File: config.mk
export PLATFORM = sky130hd
export DESIGN_NAME = key_filter
export DESIGN_NICKNAME = d
export VERILOG_FILES = /design/src/rtl/key_filter_pkg.sv /design/src/rtl/key_filter_ch.sv /design/src/rtl/key_filter.sv
export SDC_FILE = /design/constraint.sdc
export NUM_CORES = 1
export LEC_CHECK = 0
export CAP_MARGIN = 10
export CORE_ASPECT_RATIO = 1.5
export CORE_MARGIN = 2
export CORE_UTILIZATION = 40
export DETAILED_ROUTE_END_ITERATION = 6
export SLEW_MARGIN = 30
export SYNTH_ARGS = -nofsm -noshare
export SYNTH_HDL_FRONTEND = slang
export SYNTH_HIERARCHICAL = 1
export SYNTH_SLANG_ARGS = --single-unit
File: constraint.sdc
create_clock -name sys_clk -period 2.5 [get_ports sys_clk]
set_input_delay 0.375 -clock sys_clk [delete_from_list [all_inputs] [get_ports sys_clk]]
set_output_delay 0.375 -clock sys_clk [all_outputs]
set_load 0.1 [all_outputs]
File: src/rtl/key_filter_pkg.sv
// rtl/key_filter_pkg.sv - shared types and widths for the key debounce filter
package key_filter_pkg;

    localparam int CNT_W  = 24;
    localparam int HOLD_W = 8;

    typedef enum logic [1:0] {
        IDLE         = 2'd0,
        PRESS_FILT   = 2'd1,
        DOWN         = 2'd2,
        RELEASE_FILT = 2'd3
    } kf_state_e;

endpackage

File: src/rtl/key_filter_ch.sv
// rtl/key_filter_ch.sv - one debounced key channel: synchronizer, filter FSM, event pulses
// KEY_FILTER_REPEAT_EN selects auto-repeat of key_long while the key stays down.
module key_filter_ch
    import key_filter_pkg::*;
#(
    parameter logic [CNT_W-1:0]  CNT_MAX    = 24'd999_999,
    parameter logic [HOLD_W-1:0] HOLD_TICKS = 8'd50
) (
    input  logic sys_clk,
    input  logic sys_rst_n,
    input  logic key_in,
    output logic key_state,
    output logic key_press,
    output logic key_release,
    output logic key_long
);

    logic              sync1_q, sync2_q;
    kf_state_e         state_q, state_d;
    logic [CNT_W-1:0]  cnt_q, cnt_d;
    logic [HOLD_W-1:0] hold_q, hold_d;
    logic              level_q, level_d;
    logic              press_q, press_d;
    logic              release_q, release_d;
    logic              long_q, long_d;
    logic              cnt_done;
    logic [HOLD_W-1:0] hold_inc;

    assign cnt_done = (cnt_q == CNT_MAX);
    assign hold_inc = hold_q + HOLD_W'(1);

    always_ff @(posedge sys_clk or negedge sys_rst_n) begin
        if (!sys_rst_n) begin
            sync1_q   <= 1'b1;
            sync2_q   <= 1'b1;
            state_q   <= IDLE;
            cnt_q     <= '0;
            hold_q    <= '0;
            level_q   <= 1'b0;
            press_q   <= 1'b0;
            release_q <= 1'b0;
            long_q    <= 1'b0;
        end else begin
            sync1_q   <= key_in;
            sync2_q   <= sync1_q;
            state_q   <= state_d;
            cnt_q     <= cnt_d;
            hold_q    <= hold_d;
            level_q   <= level_d;
            press_q   <= press_d;
            release_q <= release_d;
            long_q    <= long_d;
        end
    end

    // sync2_q is the raw pin, still active-low: 0 means pressed
    always_comb begin
        state_d   = state_q;
        cnt_d     = cnt_q;
        hold_d    = hold_q;
        level_d   = level_q;
        press_d   = 1'b0;
        release_d = 1'b0;
        long_d    = 1'b0;
        unique case (state_q)
            IDLE: begin
                if (!sync2_q) begin
                    state_d = PRESS_FILT;
                    cnt_d   = '0;
                end
            end
            PRESS_FILT: begin
                if (sync2_q) begin
                    state_d = IDLE;
                    cnt_d   = '0;
                end else if (cnt_done) begin
                    state_d = DOWN;
                    level_d = 1'b1;
                    press_d = 1'b1;
                    cnt_d   = '0;
                    hold_d  = '0;
                end else begin
                    cnt_d = cnt_q + CNT_W'(1);
                end
            end
            DOWN: begin
                if (sync2_q) begin
                    state_d = RELEASE_FILT;
                    cnt_d   = '0;
                end else if (cnt_done) begin
                    cnt_d = '0;
`ifdef KEY_FILTER_REPEAT_EN
                    if (hold_inc == HOLD_TICKS) begin
                        hold_d = '0;
                        long_d = 1'b1;
                    end else begin
                        hold_d = hold_inc;
                    end
`else
                    if (hold_q < HOLD_TICKS) begin
                        hold_d = hold_inc;
                        long_d = (hold_inc == HOLD_TICKS);
                    end
`endif
                end else begin
                    cnt_d = cnt_q + CNT_W'(1);
                end
            end
            RELEASE_FILT: begin
                if (!sync2_q) begin
                    state_d = DOWN;
                    cnt_d   = '0;
                end else if (cnt_done) begin
                    state_d   = IDLE;
                    level_d   = 1'b0;
                    release_d = 1'b1;
                    cnt_d     = '0;
                end else begin
                    cnt_d = cnt_q + CNT_W'(1);
                end
            end
            default: state_d = IDLE;
        endcase
    end

    assign key_state   = level_q;
    assign key_press   = press_q;
    assign key_release = release_q;
    assign key_long    = long_q;

endmodule

File: src/rtl/key_filter.sv
// rtl/key_filter.sv - KEY_NUM independent debounced push-button channels
// KEY_FILTER_REPEAT_EN (in key_filter_ch) enables key_long auto-repeat.
module key_filter
    import key_filter_pkg::*;
#(
    parameter int                KEY_NUM    = 4,
    parameter logic [CNT_W-1:0]  CNT_MAX    = 24'd999_999,
    parameter logic [HOLD_W-1:0] HOLD_TICKS = 8'd50
) (
    input  logic               sys_clk,
    input  logic               sys_rst_n,
    input  logic [KEY_NUM-1:0] key_in,
    output logic [KEY_NUM-1:0] key_state,
    output logic [KEY_NUM-1:0] key_press,
    output logic [KEY_NUM-1:0] key_release,
    output logic [KEY_NUM-1:0] key_long
);

    for (genvar i = 0; i < KEY_NUM; i++) begin : g_ch
        key_filter_ch #(
            .CNT_MAX    (CNT_MAX),
            .HOLD_TICKS (HOLD_TICKS)
        ) u_ch (
            .sys_clk     (sys_clk),
            .sys_rst_n   (sys_rst_n),
            .key_in      (key_in[i]),
            .key_state   (key_state[i]),
            .key_press   (key_press[i]),
            .key_release (key_release[i]),
            .key_long    (key_long[i])
        );
    end

endmodule

==> out/qor.yml, run 1 <==
status: "completed"
synth.avg_cell_area_sq_um: 9.24
sw_frac_of_total_pct: 35.2
antenna_found_initial: 0
r2r_end: "g_ch[1].u_ch/hold_q[3]"
slowest_stage: "or4_1"
path_clk_slew_ps: 60
synth_edf_count: 0
combPwrFrac_pct: 33.0
synthCells: 999
path_cells: "or4_1 -> or3_4 -> nor4_1 -> nand2_1 -> a211o_1"
relSlewSlack_pct: 59.0
async_flop_share_pct: 100
ir_drop_v: 0.000455
reg2reg_setup_slack_ps: 120
grt_pass1_vias: 7657
totalNegativeSetupSlack_ps: 0
clock_skew_ps: 6.26
antenna_left: 0
final_nets: 1068
yosys.area_share.adder_pct: 4.34
power_frac_seq_pct: 34.9
vias: 7722
drv_cap: 0
overflow: 0
synth_compound_area_share_pct: 20.4
synth_nets: 1037
first_iter_violations: 418
required_ps: 2810
fin_util_pct: 45.7
synth_xor_area_share_pct: 1.23
dp_hpwl_mm: 14.7
grt.total_usage_pct: 18.0
start_util_pct: 40.3
yosysSeqAreaShare_pct: 43.5
fin_crit_sh_pct: 95.3
dieWidth_um: 128
syn_area_sq_um: 9230
wl_per_cell_um: 16.0
reg2reg_from: "g_ch[1].u_ch/cnt_q[20]"
grt_max_degree: 52
io_pins: 22
tightest_slew_ps: 613
clk_path_buf_depth: 2
min-delay-start: "key_in[3]"
fill_cells: 2190
synth.most_common_cell: "dfrtp_1"
ys.flop_type: "dfrtp_1"
holdCritPathClass: "primary input to flip-flop"
synth_cell_types: 64
die_h_um: 190
dr.pass1.iters: 5
finalSetupViolations: 0
place.gp.congestion: 0.794
cp.arrival_ps: 2690
synth_commonest_cells: "dfrtp_1 (152), nand2_1 (89), a31oi_1 (77)"
root_buffer: "clkbuf_16"
ff2ff_path_depth: 5
synth_top_area_share_pct: 41.2
critPathLaunchType: "flip-flop"
hold_viol: 0
synth_top_family_by_area: "simple AND/OR/NAND/NOR gates"
antennaDiodeCount: 0
fmaxAchievable_mhz: 420
htree_levels: 4
p_sw_w: 0.00294
post_route_cells_drive_above_1_share_pct: 13.3
post-route-drc-count: 0
clock_sinks: 160
cp_max_fo: 6
startpoint: "g_ch[1].u_ch/cnt_q[20]"
powerDensity_nw_per_um2: 799
crit_type: "flip-flop to flip-flop"
rsz0062_at_grt: "no"
synthMuxAreaShare_pct: 2.63
tritoncts: "built"
cpPeakStageDelay_ps: 620
fin_crit_ps: 2380
power_frac_clock_pct: 32.1
multi_input_area_sq_um: 4870
yosys_warnings: 6
setup.worst_path.end_class: "flip-flop"
synth.area.top_cells: "dfrtp_1 (41%), a31oi_1 (5.2%), ha_1 (4.3%)"
numCtsBuffers: 17
via_per_inst: 5.84
synth-seq-cells: 160
crit_end: "g_ch[1].u_ch/hold_q[3]"
drv_slew: 0
syn_to_final_growth_pct: 13.3
core-area_sq_um: 22900
num_rows: 68
register_area_sq_um: 4010
p_int_w: 0.00542
clk_latency_ps: 430
drt_wl_total_mm: 21.1
die-area_sq_um: 24300
grt_pass1_wl_mm: 36.3
portBuffers: 21
yosysTopAreaCell: "dfrtp_1"
p_leak_nw: 4.59
cts.repair.resized: 0
synth_simple_gate_area_share_pct: 24.2
per-layer routing:
| layer | GRT usage (%) | routed length [um] | share of wire (%) | vias to the layer above |
|---|---|---|---|---|
| met1 | 21.3 | 9210 | 44 | 3799 |
| met3 | 2.76 | 452 | 2.1 | 24 |
| met4 | 6.09 | 287 | 1.4 | 0 |
| met5 | 0 | 0 | 0 | - |
| li1 | - | - | - | 3798 |
| met2 | 33.0 | 11200 | 53 | 101 |
state kept, by name (all words and copies together) (netlist names), named ones only:
| register | count |
|---|---|
| g_ch.u_ch/state_q | 4 |
| g_ch.u_ch/sync1_q | 4 |
| g_ch.u_ch/key_release | 4 |
| g_ch.u_ch/key_press | 4 |
| g_ch.u_ch/key_long | 4 |
| g_ch.u_ch/key_state | 4 |
| g_ch.u_ch/sync2_q | 4 |
| g_ch.u_ch/hold_q | 32 |
| g_ch.u_ch/cnt_q | 96 |
critical path: cells and delay by family (launching register included):
kind / cells / cell delay, ps
AO/OA/AOI/OAI: 1 / 320
flip-flops: 1 / 420
AND/OR/NAND/NOR: 4 / 1520
cells in the final DEF (no fill, tap or decap), types with 10 or more instances in the layout:
cell,instances
a21o_1,25
a21oi_1,57
a31oi_1,77
a41oi_1,17
and2_1,12
and3_1,30
buf_4,50
clkbuf_16,17
dfrtp_1,152
ha_1,32
inv_1,33
mux2_2,10
mux2i_1,13
nand2_1,89
nand2b_1,10
nand3_1,61
nor2_1,55
nor3_1,18
nor4_1,27
o21ai_0,61
or3_1,12
or4_1,10
xnor2_1,10
metrics by stage:
stage               instances  hold slack, ps  total power, W  area, sq um  worst slack (ps)
finish                   1323             355         0.00836        10500               117
global route             1323             342         0.00890        10500              1.03
CTS                      1323             344         0.00844        10500               150
detailed placement       1290             339         0.00571         9840               166
global placement         1290             339         0.00568         9840               186
floorplan                 999            79.4         0.00499         9230               277
final cells by class:
type | instances | share of cell area (%)
multi-input combinational | 759 | 46.5
sequential | 160 | 38.4
timing repair buffer | 59 | 4.75
clock buffer | 19 | 4.23
tap | 280 | 3.35
clock inverter | 13 | 1.57
inverter | 33 | 1.18
how the worst min path moves through the flow:
stage / end / cells past startpoint
5_1_grt: g_ch[0].u_ch/sync1_q / 1
4_1_cts: g_ch[0].u_ch/sync1_q / 1
6_report: g_ch[3].u_ch/sync1_q / 1
3_3_place_gp: g_ch[0].u_ch/hold_q[3] / 1
2_1_floorplan: asynchronous set/reset pin / 0
3_5_place_dp: g_ch[0].u_ch/hold_q[3] / 1
cell families (layout without fill, tap and decap cells):
logic type      after synthesis  in the layout
simple gates                401            401
compound gates              290            290
fa+ha+maj                    32             32
flops                       160            160
xor+xnor                     13             13
mux                          23             23
buf+inv                      80            124
power groups by stage:
stage | Combinational, W | Clock (W) | Sequential (W)
2_1_floorplan | 0.00208 | 0 | 0.00291
3_3_place_gp | 0.00272 | 0 | 0.00296
3_5_place_dp | 0.00274 | 0 | 0.00296
4_1_cts | 0.00276 | 0.00276 | 0.00292
5_1_grt | 0.00310 | 0.00285 | 0.00294
6_report | 0.00276 | 0.00269 | 0.00292
what timing repair did:
action	in CTS	in global routing
setup buffers	0	0
hold buffers	1	0
setup endpoints to repair	0	0
endpoints found under the hold margin	43	0
No activity file was read; power rests on OpenSTA's default activity.
==> run 2: changes to the inputs <==
ABC_CLOCK_PERIOD_IN_PS = 2500   (was not set)
SLEW_MARGIN = not set   (was 30)
==> results of run 2 <==
The final DEF is identical to that of run 1; final timing and power are the same.
